File: src/rtl/regbank_pkg.sv
// Shared constants and the round-robin search used by the register-file write arbiter.
package regbank_pkg;

    localparam int REG_AW  = 5;
    localparam int REG_DW  = 32;
    localparam int REG_NUM = 32;

    // Widest requester count the search function supports.
    localparam int RR_MAX = 8;

    typedef struct packed {
        logic       found;
        logic [2:0] idx;
    } rr_result_t;

    // Scan ptr, ptr+1, ... modulo n and return the first set request bit.
    function automatic rr_result_t rr_search(
        input logic [RR_MAX-1:0] req,
        input logic [2:0]        ptr,
        input int unsigned       n
    );
        rr_result_t  res;
        int unsigned k;
        res = '0;
        for (int unsigned i = 0; i < RR_MAX; i++) begin
            k = (32'(ptr) + i) % n;
            if (!res.found && (i < n) && req[k[2:0]]) begin
                res.found = 1'b1;
                res.idx   = k[2:0];
            end
        end
        return res;
    endfunction

endpackage

File: src/rtl/rr_arbiter.sv
// Combinational round-robin arbiter: first request at or after ptr wins.
module rr_arbiter
    import regbank_pkg::*;
#(
    parameter int NREQ = 4
) (
    input  logic [NREQ-1:0]         req,
    input  logic [$clog2(NREQ)-1:0] ptr,
    output logic [NREQ-1:0]         gnt,
    output logic [$clog2(NREQ)-1:0] gnt_idx,
    output logic                    any
);

    localparam int IW = $clog2(NREQ);

    logic [RR_MAX-1:0] req_ext;
    logic [2:0]        ptr_ext;
    rr_result_t        res;

    always_comb begin
        req_ext           = '0;
        req_ext[NREQ-1:0] = req;
        ptr_ext           = '0;
        ptr_ext[IW-1:0]   = ptr;
        res               = rr_search(req_ext, ptr_ext, NREQ);
        gnt_idx           = res.idx[IW-1:0];
        // The range test is always true for a found index; it keeps the full index in use.
        any               = res.found && (32'(res.idx) < NREQ);
    end

    for (genvar gi = 0; gi < NREQ; gi++) begin : g_gnt
        assign gnt[gi] = any && (gnt_idx == IW'(gi));
    end

endmodule

File: src/rtl/regbank_wr_arbiter.sv
// Shares the register-file write port among NREQ requesters, each with a one-entry
// holding buffer, drained round-robin onto a registered write/dr/wrData stage.
module regbank_wr_arbiter
    import regbank_pkg::*;
#(
    parameter int NREQ = 4,
    parameter int AW   = REG_AW,
    parameter int DW   = REG_DW
) (
    input  logic                    clk,
    input  logic                    rst_n,
    input  logic [NREQ-1:0]         req_valid,
    output logic [NREQ-1:0]         req_ready,
    input  logic [NREQ*AW-1:0]      req_addr,
    input  logic [NREQ*DW-1:0]      req_data,
    output logic                    write,
    output logic [AW-1:0]           dr,
    output logic [DW-1:0]           wrData,
    output logic [$clog2(NREQ)-1:0] grant_id,
    output logic [2**AW-1:0]        pend
);

    localparam int IW = $clog2(NREQ);

    logic [NREQ-1:0] ready_reg;
    logic [NREQ-1:0] ready_next;
    logic [NREQ-1:0] buf_full;
    logic [AW-1:0]   buf_addr_reg [NREQ];
    logic [DW-1:0]   buf_data_reg [NREQ];
    logic [NREQ-1:0] capture;

    logic [IW-1:0]   ptr_reg;
    logic [NREQ-1:0] gnt;
    logic [IW-1:0]   gnt_idx;
    logic            gnt_any;

    logic            write_reg;
    logic [AW-1:0]   dr_reg;
    logic [DW-1:0]   wr_data_reg;
    logic [IW-1:0]   grant_id_reg;

    // Ready is held in its own flop so it never depends on valid or the grant.
    assign buf_full  = ~ready_reg;
    assign req_ready = ready_reg;

    for (genvar gi = 0; gi < NREQ; gi++) begin : g_buf
        assign capture[gi] = req_valid[gi] & ready_reg[gi];
    end

    // Capture needs an empty buffer and grant needs a full one, so they never collide.
    always_comb begin
        ready_next = ready_reg;
        for (int i = 0; i < NREQ; i++) begin
            if (capture[i]) begin
                ready_next[i] = 1'b0;
            end else if (gnt[i]) begin
                ready_next[i] = 1'b1;
            end
        end
    end

    always_ff @(posedge clk) begin
        if (!rst_n) begin
            ready_reg <= '1;
        end else begin
            ready_reg <= ready_next;
        end
    end

    always_ff @(posedge clk) begin
        for (int i = 0; i < NREQ; i++) begin
            if (capture[i]) begin
                buf_addr_reg[i] <= req_addr[i*AW +: AW];
                buf_data_reg[i] <= req_data[i*DW +: DW];
            end
        end
    end

    rr_arbiter #(
        .NREQ (NREQ)
    ) u_rr_arbiter (
        .req     (buf_full),
        .ptr     (ptr_reg),
        .gnt     (gnt),
        .gnt_idx (gnt_idx),
        .any     (gnt_any)
    );

    always_ff @(posedge clk) begin
        if (!rst_n) begin
            ptr_reg      <= '0;
            write_reg    <= 1'b0;
            dr_reg       <= '0;
            wr_data_reg  <= '0;
            grant_id_reg <= '0;
        end else if (gnt_any) begin
            ptr_reg      <= (gnt_idx == IW'(NREQ - 1)) ? '0 : gnt_idx + IW'(1);
            write_reg    <= 1'b1;
            dr_reg       <= buf_addr_reg[gnt_idx];
            wr_data_reg  <= buf_data_reg[gnt_idx];
            grant_id_reg <= gnt_idx;
        end else begin
            write_reg    <= 1'b0;
        end
    end

    assign write    = write_reg;
    assign dr       = dr_reg;
    assign wrData   = wr_data_reg;
    assign grant_id = grant_id_reg;

    // Anything buffered or sitting on the output stage is not yet in the register file.
    always_comb begin
        pend = '0;
        for (int i = 0; i < NREQ; i++) begin
            if (buf_full[i]) begin
                pend[buf_addr_reg[i]] = 1'b1;
            end
        end
        if (write_reg) begin
            pend[dr_reg] = 1'b1;
        end
    end

endmodule

File: config.mk
export PLATFORM = sky130hd
export DESIGN_NAME = regbank_wr_arbiter
export DESIGN_NICKNAME = d
export VERILOG_FILES = /design/src/rtl/regbank_pkg.sv /design/src/rtl/rr_arbiter.sv /design/src/rtl/regbank_wr_arbiter.sv
export SDC_FILE = /design/constraint.sdc
export NUM_CORES = 1
export LEC_CHECK = 0
export BUFFER_PORTS_ARGS = -buffer_cell sky130_fd_sc_hd__buf_2
export CAP_MARGIN = 20
export CORE_ASPECT_RATIO = 0.5
export CORE_MARGIN = 2
export CORE_UTILIZATION = 50
export CTS_BUF_LIST = sky130_fd_sc_hd__clkbuf_8 sky130_fd_sc_hd__clkbuf_16
export DETAILED_ROUTE_END_ITERATION = 6
export PLACE_DENSITY = 0.81
export SYNTH_ARGS = -nofsm -noshare
export SYNTH_HDL_FRONTEND = slang
export SYNTH_SLANG_ARGS = --single-unit
File: constraint.sdc
create_clock -name clk -period 2.2 [get_ports clk]
set_input_delay 0.22 -clock clk [delete_from_list [all_inputs] [get_ports clk]]
set_output_delay 0.22 -clock clk [all_outputs]
set_load 0.03 [all_outputs]
==> reports/qor.yml, run 1 <==
grt:
  grt_start_max_net_pins: 39
  grtUsageTotal_pct: 32.4
  antenna_found_initial: 1
  overflow: 0
  grt_pass1_vias: 7992
  grt_pass1_wl_um: 45500
clocking:
  clock_sinks: 194
  path_clk_slew_ps: 80
  cts_buffers: 17
  insertion_delay_ps: 440
  htree_num_levels: 4
  cts_buffer_depth: 2
  clock-root-buffer: "clkbuf_16"
  tritoncts: "yes"
cells_and_area:
  largest_reg_flops: 128
  drive_above_1_share_pct: 31.7
  area_growth_syn_to_layout_pct: 43.4
  nNetsFinal: 1243
  nFillCells: 1107
die:
  start_util_pct: 50.6
  die-width_um: 191
  die_h_um: 97.3
  row_count: 34
  die_area_mm2: 0.0185
  boundaryPins: 230
  core_mm2: 0.0172
synth:
  synth_area_leaders: "edfxtp_1, dfxtp_1, mux2i_1"
  syn_area_per_cell_um2: 12.3
  syn_nets: 863
  yosysSeqAreaShare_pct: 61.7
  synth_area_mm2: 0.00870
  ys_warn_count: 0
  async_reset_ff_share_pct: 0
  synthCells: 705
  ys_ff_latch: 194
  synth_area_leader_cell: "edfxtp_1"
  synth.distinct_cells: 47
  synth-edff-count: 148
  synth_flop_cell: "edfxtp_1"
  synth_top_area_share_pct: 51.1
sta:
  timing.hold.ws_ps: -6.42
  rsz0062_at_grt: "true"
  fin_tns_setup_ps: 0
  finalClockSkew_ps: 14.2
  setup_viol: 0
  tightest_slew_ps: 597
  min_period_ps: 2190
  fmax_mhz: 456
  post-route-period-util_pct: 99.6
  max_slew_margin_pct: 60.2
  hold_viol: 1
  drv_slew: 0
critical_path:
  cp_data_required_time_ps: 1980
  worstSetupStartpoint: "buf_addr_reg[1][2]"
  setup.worst_path.end: "pend[26]"
  critPathBufInv: 1
  path_cells: "nand3b_1, o22ai_1, nor2_1, o221ai_1, buf_2"
  cp_max_fo: 9
  critPathKind: "reg2out"
  cp.depth: 5
  rr_worst_depth: 6
  reg2reg_from: "ptr_reg[1]"
  cp.arrival_ps: 1970
  slowest_delay_ps: 540
  critPathSlowestCell: "edfxtp_1"
  critPathCaptureType: "output pin"
  r2r_end: "wrData[10]"
  path_delay_family: "flip-flops"
  start_kind: "flop"
  rrSetupSlack_ps: 100
power:
  p_seq_share_pct: 44.7
  p_sw_share_pct: 34.2
  powerDensity_mw_per_mm2: 846
  p_int_w: 0.00694
  vdd_drop_max_uv: 685
  p_switching_w: 0.00362
  clockPowerShare_pct: 29.4
  power_w: 0.0106
  p_comb_share_pct: 25.9
  p_leak_nw: 4.99
route:
  ant_nets: 0
  avgViaCountPerCell: 6.04
  num_vias: 8049
  drc: 0
  initialDrtViolationCount: 973
  routedWlPerCell_um: 22.8
  drt-pass1-iter-count: 7
  wl_um: 30500
placed_design:
  dpl.hpwl_um: 18100
  io_buffer_count: 229
  place_congestion: 0.958
hold_path:
  hold_class: "in2reg"
  hold_path.startpoint: "req_addr[6]"
flow_run:
  max_cap_viol_count: 0
outcome:
  outcome: "complete, but fails checks"
  violations: "hold timing"
==> timing repair <==
item                                   in CTS  in global routing
pin swaps                                   0                  3
endpoints found under the hold margin     147                  0
hold buffers                              147                  0
resized for setup                          12                 33
buffers inserted                            0                  9
setup endpoints to repair                  14                 35
==> power groups by stage <==
stage	Clock, W	Sequential [W]	Combinational [W]
CTS	0.00308	0.00467	0.00258
global route	0.00327	0.00475	0.00287
floorplan	0	0.00498	0.00126
detailed placement	0	0.00474	0.00235
finish	0.00311	0.00472	0.00273
global placement	0	0.00473	0.00230
==> per-stage QoR <==
stage / utilization, % / cells / hold WS [ps] / worst slack, ps / instance area (um^2)
global route: 72.6 / 1333 / 3.55 / -42.0 / 12500
CTS: 71.5 / 1323 / 1.24 / -14.8 / 12300
detailed placement: 59.2 / 1144 / 398 / 196 / 10200
global placement: 59.2 / 1144 / 397 / 306 / 10200
finish: 72.6 / 1333 / -6.42 / 8.10 / 12500
floorplan: - / 705 / 319 / 18.1 / 8700
==> cell usage in the layout, fill, tap and decap left out, drive strengths merged, types with 13 or more instances in the layout <==
cell           n
a211o         13
a211oi        26
a22oi         32
and2          13
and4          13
buf          264
clkbuf        19
dfxtp         46
dlygate4sd3  147
edfxtp       148
mux2i         49
nand2         48
nand3         35
nand3b        18
nand4         14
nor2          47
nor3b         18
o211ai        14
o21ai         21
o221ai        27
o22ai         16
o31ai         13
==> cell families after synthesis <==
kind of cell	Yosys count	synth area share, %
adders and majority gates	4	0.575
AOI/OAI and AO/OA	168	14.4
and+or+nand+nor	234	14.7
DFF	194	61.7
muxes	49	5.64
buffers and inverters	56	3.05
==> synth_stat cells (3+ instances only) <==
library cell and n:
o22ai_1 16, dfxtp_1 46, o21ai_1 3, nand4_1 14
edfxtp_1 148, nor3b_1 18, a211oi_1 26, o211ai_1 14
and4_1 13, a21boi_1 3, buf_2 18, nand3b_1 18
nand3_1 34, nand2_1 47, and3b_1 3, clkbuf_1 24
nor2_1 47, buf_4 4, ha_1 4, a22oi_1 32
or3_1 4, inv_2 3, a211o_1 13, mux2i_1 49
and2_1 13, o21ai_0 17, o31ai_1 13, nor3_1 9
o221ai_1 27
==> routing by layer <==
layer	track usage, %	wire [um]	vias to the layer above
met2	53.1	14800	561
li1	-	-	3540
met5	0	0	-
met1	40.8	11500	3846
met4	16.1	1320	0
met3	7.19	2890	102
==> worst min path at each step <==
stage	endpoint	cells past startpoint	slack, ps
global placement	buf_data_reg[3][8]	1	400
finish	buf_addr_reg[1][1]	1	-6
floorplan	buf_addr_reg[0][0]	0	320
global route	buf_addr_reg[1][1]	1	4
detailed placement	buf_data_reg[2][11]	1	400
CTS	buf_addr_reg[1][1]	1	1
==> worst reg2reg max path, cell delays in order, from the launching register on <==
cell	delay, ps
dfxtp_1	510
mux2i_1	260
nand2b_1	140
nand3_4	350
buf_4	350
mux2i_1	130
a211oi_1	280
==> area by class of cell <==
cell class	count	area, um^2	area share, %
well taps	234	293	2.35
clock buffers	17	425	3.41
multi-input cells	455	3220	25.8
flip-flops and latches	194	5380	43.1
clock inverters	15	170	1.36
inverters	4	15.0	0.120
repair buffers	413	2970	23.8
diodes	1	2.50	0.0201
Power figures use the tool's default switching activity.
==> run 2, diff against run 1 <==
--- a/config.mk
+++ b/config.mk
@@ -12,7 +12,7 @@
 export CORE_UTILIZATION = 50
 export CTS_BUF_LIST = sky130_fd_sc_hd__clkbuf_8 sky130_fd_sc_hd__clkbuf_16
 export DETAILED_ROUTE_END_ITERATION = 6
-export PLACE_DENSITY = 0.81
+export PLACE_DENSITY_LB_ADDON = 0.08
 export SYNTH_ARGS = -nofsm -noshare
 export SYNTH_HDL_FRONTEND = slang
 export SYNTH_SLANG_ARGS = --single-unit
==> run 2 against run 1 <==
- the flow now finishes without violations
- core utilization up 0.41 points
- hold slack better by 75 ps
- clock skew increased by 0.56 ps
- clock power down 3%
- cell count up 1.3%
- largest cell class unchanged
- largest power group unchanged
- highest routed layer unchanged
==> reports/qor.yml, run 2 (synthesized netlist as in run 1, its figures left out) <==
outcome:
  outcome: "completed"
route:
  wl_um: 27900  # -8.5%
  initialDrtViolationCount: 771  # -21%
  avgViaCountPerCell: 5.77  # -4.4%
  ant_nets: 0  # unchanged
  routedWlPerCell_um: 20.6  # -9.6%
  drc: 0  # unchanged
  num_vias: 7789  # -3.2%
  drt-pass1-iter-count: 5  # -2
sta:
  fmax_mhz: 459  # +0.54%
  hold_viol: 0  # -1
  setup_viol: 0  # unchanged
  rsz0062_at_grt: "true"
  max_slew_margin_pct: 62.6  # +2.4 points
  tightest_slew_ps: 562  # -35.3 ps
  post-route-period-util_pct: 99.1  # -0.54 points
  drv_slew: 0  # unchanged
  finalClockSkew_ps: 14.7  # +0.563 ps
  min_period_ps: 2180  # -11.9 ps
clocking:
  tritoncts: "yes"
  insertion_delay_ps: 430  # about the same
  cts_buffer_depth: 2  # unchanged
  clock_sinks: 194  # unchanged
  path_clk_slew_ps: 80  # about the same
  cts_buffers: 17  # unchanged
  clock-root-buffer: "clkbuf_16"
  htree_num_levels: 4  # unchanged
critical_path:
  r2r_end: "wrData[25]"
  critPathBufInv: 2  # +1
  rrSetupSlack_ps: 160  # +60 ps
  path_delay_family: "flip-flops"
  rr_worst_depth: 6  # unchanged
  cp_max_fo: 6  # -3
  cp_common_cell: "nor2_1"
  critPathSlowestCell: "edfxtp_1"
  path_cells: "buf_2, nand3b_1, nor2_1, nor2_1, o221ai_1, clkbuf_4"
  reg2reg_from: "ptr_reg[1]"
  start_kind: "flop"
  critPathCaptureType: "output pin"
  cp.arrival_ps: 1960  # about the same
  slowest_delay_ps: 510  # -30 ps
  critPathKind: "reg2out"
  cp_data_required_time_ps: 1980  # about the same
power:
  vdd_drop_max_uv: 604  # -12%
  p_sw_share_pct: 33.2  # -1.0 points
  powerDensity_mw_per_mm2: 827  # -2.3%
  p_int_w: 0.00693  # -0.20%
  p_comb_share_pct: 25.9  # about the same
  p_seq_share_pct: 45.1  # +0.4 points
  p_leak_nw: 5.06  # +1.2%
  clockPowerShare_pct: 29.0  # -0.4 points
  p_switching_w: 0.00345  # -4.7%
cells_and_area:
  post_layout_nonfiller_instances: 1350  # +1.3%
  largest_reg_flops: 128  # unchanged
  nNetsFinal: 1261  # +1.4%
  layout_common_cells: "buf_2, edfxtp_1, dlygate4sd3_1, buf_4, mux2i_1"
  final_common_cell: "buf_2"
  multi_input_area_mm2: 0.00319  # -0.85%
  regArea_mm2: 0.00538  # about the same
  area_growth_syn_to_layout_pct: 44.2
  diodes: 0  # -1
  utilization_pct: 73.0  # +0.41 points
  drive_above_1_share_pct: 31.8  # +0.12 points
  nFillCells: 1184  # +7.0%
hold_path:
  hold_class: "in2reg"
  hold-path-endpoint: "req_ready[2]"
  hold_depth: 2  # +1
  hold_path.startpoint: "rst_n"
placed_design:
  io_buffer_count: 229  # unchanged
  dpl.hpwl_um: 17900  # -0.97%
  dp.cells: 1145  # +0.087%
  place_congestion: 0.873  # -8.8%
die:
  die_h_um: 97.3  # unchanged
  die-width_um: 191  # unchanged
  boundaryPins: 230  # unchanged
  core_mm2: 0.0172  # unchanged
  row_count: 34  # unchanged
  die_area_mm2: 0.0185  # unchanged
  start_util_pct: 50.6  # unchanged
grt:
  grt_pass1_wl_um: 42000  # -7.7%
  antenna_found_initial: 0  # -1
  grtUsageTotal_pct: 29.6  # -2.8 points
  overflow: 0  # unchanged
  grt_use_met3_pct: 5.24  # -2.0 points
  grt_pass1_vias: 7516  # -6.0%
  grtUsageMet1_pct: 41.1  # +0.24 points
  grtUsageMet2_pct: 48.4  # -4.7 points
  grt_start_max_net_pins: 39  # unchanged
  grt_most_used_layer: "met2"
flow_run:
  max_cap_viol_count: 0  # unchanged
-- run 2: changes by cell type in the layout (fill, tap and decap cells not counted), moves of 2 or more --
cell	previous run	this run
nor3b_2	14	12
clkinv_8	5	1
nor3b_1	3	5
o22ai_2	4	1
o22ai_1	12	15
dfxtp_2	7	5
clkinvlp_4	1	3
nor2_1	44	47
dfxtp_1	38	40
nor2_2	3	0
buf_4	34	51
-- run 2: worst max-delay path by stage --
| stage | end | cells past startpoint | from | slack (ps) |
|---|---|---|---|---|
| floorplan | buf_addr_reg[3][0] | 2 | req_ready[3] | 20 |
| global placement | wrData[25] | 6 | req_ready[3] | 220 |
| detailed placement | wrData[14] | 6 | req_ready[3] | 90 |
| CTS | pend[11] | 4 | buf_addr_reg[3][4] | 6 |
| global route | pend[20] | 6 | buf_addr_reg[3][2] | -40 |
| finish | pend[20] | 6 | buf_addr_reg[3][2] | 20 |
-- run 2: cell type report --
class,instances,area share [%]
clock buffer,17,3.39
clock inverter,15,1.15
inverter,4,0.120
multi-input combinational,455,25.4
sequential,194,42.8
tap,234,2.33
timing repair buffer,431,24.7
-- run 2: power by group through the flow --
stage               sequential (W)  combinational [W]  clock (W)
floorplan                  0.00498            0.00126          0
global route               0.00472            0.00285    0.00319
finish                     0.00468            0.00269    0.00301
global placement           0.00474            0.00231          0
CTS                        0.00467            0.00257    0.00304
detailed placement         0.00475            0.00235          0
-- run 2: metal layers --
metal  wire (um)  share of wire (%)
met4         539                1.9
met1       12100                 44
met3        2170                7.8
met5           0                  0
met2       13000                 47
-- run 2: through the flow --
stage          TNS (ps)  area (um^2)  hold WS [ps]  setup slack [ps]  power [W]
6_report              0        12500          68.7              20.0     0.0104
5_1_grt           -94.3        12500          70.6             -35.5     0.0108
4_1_cts               0        12300          52.2              6.07     0.0103
3_5_place_dp          0        10200           398              89.7    0.00710
3_3_place_gp          0        10200           396               225    0.00705
2_1_floorplan         0         8700           319              18.1    0.00624
-- run 2: what timing repair did --
item / 4_1_cts / 5_1_grt
buffers inserted: 2 / 22
endpoints found under the hold margin: 148 / 0
hold buffers: 148 / 0
setup endpoints to repair: 16 / 27
resized for setup: 8 / 30
cloned: 0 / 0
==> run 3, diff against run 2 <==
--- a/config.mk
+++ b/config.mk
@@ -10,7 +10,7 @@
 export CORE_ASPECT_RATIO = 0.5
 export CORE_MARGIN = 2
 export CORE_UTILIZATION = 50
-export CTS_BUF_LIST = sky130_fd_sc_hd__clkbuf_8 sky130_fd_sc_hd__clkbuf_16
+export CTS_BUF_LIST = sky130_fd_sc_hd__clkbuf_2
 export DETAILED_ROUTE_END_ITERATION = 6
 export PLACE_DENSITY_LB_ADDON = 0.08
 export SYNTH_ARGS = -nofsm -noshare
==> run 3 against run 2 <==
- the run now ends with setup timing left
- critical path depth unchanged
- routed wire length up 3.9%
- design area up 3.8%
- hold slack better by 6.9 ps
- clock-buffer cell count unchanged
- clock skew up 50 ps
- combinational power up 10%
- sequential power about the same
- fmax down 13%
- sequential share of layout area down 1.5 points
- critical endpoint is now pend[22]
==> reports/qor.yml, run 3 (synthesized netlist as in run 1, its figures left out) <==
cells_and_area:
  area_growth_syn_to_layout_pct: 49.7
  nNetsFinal: 1307  # +3.6%
  largest_reg_flops: 128  # unchanged
  final_common_cell: "buf_2"
  layout_common_cells: "buf_2, dlygate4sd3_1, edfxtp_1, buf_4, mux2i_1"
  final_area_mm2: 0.0130  # +3.8%
  utilization_pct: 75.8  # +2.8 points
  drive_above_1_share_pct: 38.9  # +7.1 points
route:
  routedWlPerCell_um: 20.7  # +0.26%
  initialDrtViolationCount: 769  # -0.26%
  wl_um: 29000  # +3.9%
  drt-pass1-iter-count: 5  # unchanged
  num_vias: 8013  # +2.9%
  ant_nets: 0  # unchanged
  avgViaCountPerCell: 5.73  # -0.73%
  drc: 0  # unchanged
placed_design:
  post_dp_cell_area_mm2: 0.0102  # unchanged
  io_buffer_count: 229  # unchanged
  place_congestion: 0.873  # unchanged
  dpl.hpwl_um: 17900  # unchanged
power:
  powerDensity_mw_per_mm2: 718  # -13%
  vdd_drop_max_uv: 441  # -27%
  p_leak_nw: 5.25  # +3.9%
  power_w: 0.00935  # -9.9%
die:
  start_util_pct: 50.6  # unchanged
  die_area_mm2: 0.0185  # unchanged
  row_count: 34  # unchanged
  core_mm2: 0.0172  # unchanged
  die_h_um: 97.3  # unchanged
  die-width_um: 191  # unchanged
  boundaryPins: 230  # unchanged
clocking:
  path_clk_slew_ps: 340  # +260 ps
  clock_sinks: 194  # unchanged
  cts_buffer_depth: 2  # unchanged
  insertion_delay_ps: 770  # +340 ps
  clock-root-buffer: "clkbuf_2"
  htree_num_levels: 4  # unchanged
  tritoncts: "yes"
  cts_buffers: 17  # unchanged
sta:
  tightest_slew_ps: 552  # -10.0 ps
  min_period_ps: 2500  # +318 ps
  hold_viol: 0  # unchanged
  setup_viol: 32  # +32
  drv_slew: 0  # unchanged
  max_slew_margin_pct: 62.9  # +0.39 points
  layout_setup_ws_ps: -298  # -318 ps
  finalClockSkew_ps: 64.5  # +49.7 ps
  timing.hold.ws_ps: 75.7  # +6.93 ps
  fmax_mhz: 400  # -13%
  rsz0062_at_grt: "true"
  post-route-period-util_pct: 114  # +14 points
grt:
  grt_pass1_wl_um: 42800  # +2.0%
  grtUsageTotal_pct: 30.3  # +0.64 points
  antenna_found_initial: 2  # +2
  grt_start_max_net_pins: 39  # unchanged
  overflow: 0  # unchanged
  grt_pass1_vias: 7835  # +4.2%
critical_path:
  rr_worst_depth: 8  # +2
  rrSetupSlack_ps: 140  # -20 ps
  critPathKind: "reg2out"
  critPathCaptureType: "output pin"
  cp.arrival_ps: 2280  # +320 ps
  start_kind: "flop"
  reg2reg_from: "req_ready[2]"
  r2r_end: "wrData[13]"
  cp_max_fo: 4  # -2
  cp_data_required_time_ps: 1980  # about the same
  worstSetupStartpoint: "buf_addr_reg[3][0]"
hold_path:
  hold_path.startpoint: "req_valid[3]"
  hold-path-endpoint: "req_ready[3]"
  hold_class: "in2reg"
  hold_depth: 4  # +2
flow_run:
  max_cap_viol_count: 0  # unchanged
outcome:
  violations: "setup timing"
  outcome: "complete, but fails checks"
==> run 3: changes by cell type in the layout (fill, tap and decap cells not counted), moves of 9 or more <==
cell / change
a22oi_1: -9
a22oi_2: +9
buf_2: -22
buf_4: +42
buf_6: +22
clkbuf_16: -17
clkbuf_2: +17
==> run 3: stage by stage <==
stage	setup slack [ps]	std cells	TNS (ps)
2_1_floorplan	18.1	705	0
3_3_place_gp	225	1145	0
3_5_place_dp	89.7	1145	0
4_1_cts	-308	1366	-8810
5_1_grt	-468	1399	-12400
6_report	-298	1399	-7660
==> run 3: power by group <==
group	leakage, nW	internal [W]	switching (W)
registers	1.80	0.00438	0.000280
clock network	0.132	0.000359	0.00136
logic	3.32	0.00120	0.00177
total	5.25	0.00594	0.00341
==> run 3: area by class of cell <==
| class | count | area, um^2 |
|---|---|---|
| multi-input cells | 455 | 3490 |
| repair buffers | 477 | 3600 |
| well taps | 234 | 293 |
| inverters | 4 | 15.0 |
| fillers | 1144 | 4160 |
| diodes | 3 | 7.51 |
| flip-flops and latches | 194 | 5390 |
| clock buffers | 17 | 85.1 |
| clock inverters | 15 | 144 |
==> run 3: worst max path at each step <==
stage / cells after the start / slack, ps / to
after floorplan: 2 / 20 / buf_addr_reg[3][0]
after global placement: 6 / 220 / wrData[25]
after detailed placement: 6 / 90 / wrData[14]
after CTS: 4 / -310 / pend[16]
after global routing: 5 / -470 / pend[16]
final: 6 / -300 / pend[22]
==> run 3: timing repair <==
action / in CTS / in global routing
resized for setup: 70 / 97
pin swaps: 21 / 26
setup buffers: 39 / 29
hold buffers: 150 / 0
hold endpoints to repair: 159 / 0
endpoints found under the setup margin: 32 / 35
==> run 3: routing by layer <==
| layer | wire, um | track usage (%) |
|---|---|---|
| met4 | 589 | 8.71 |
| met2 | 13900 | 50.3 |
| met1 | 12400 | 40.5 |
| met3 | 2090 | 5.99 |
| met5 | 0 | 0 |
==> run 3: critical path, stage by stage, from the launching register on <==
cell and delay, ps:
edfxtp_1 510, buf_4 160, or3b_4 400, nor2_1 100
nor2_1 60, o221ai_1 80, buf_4 200
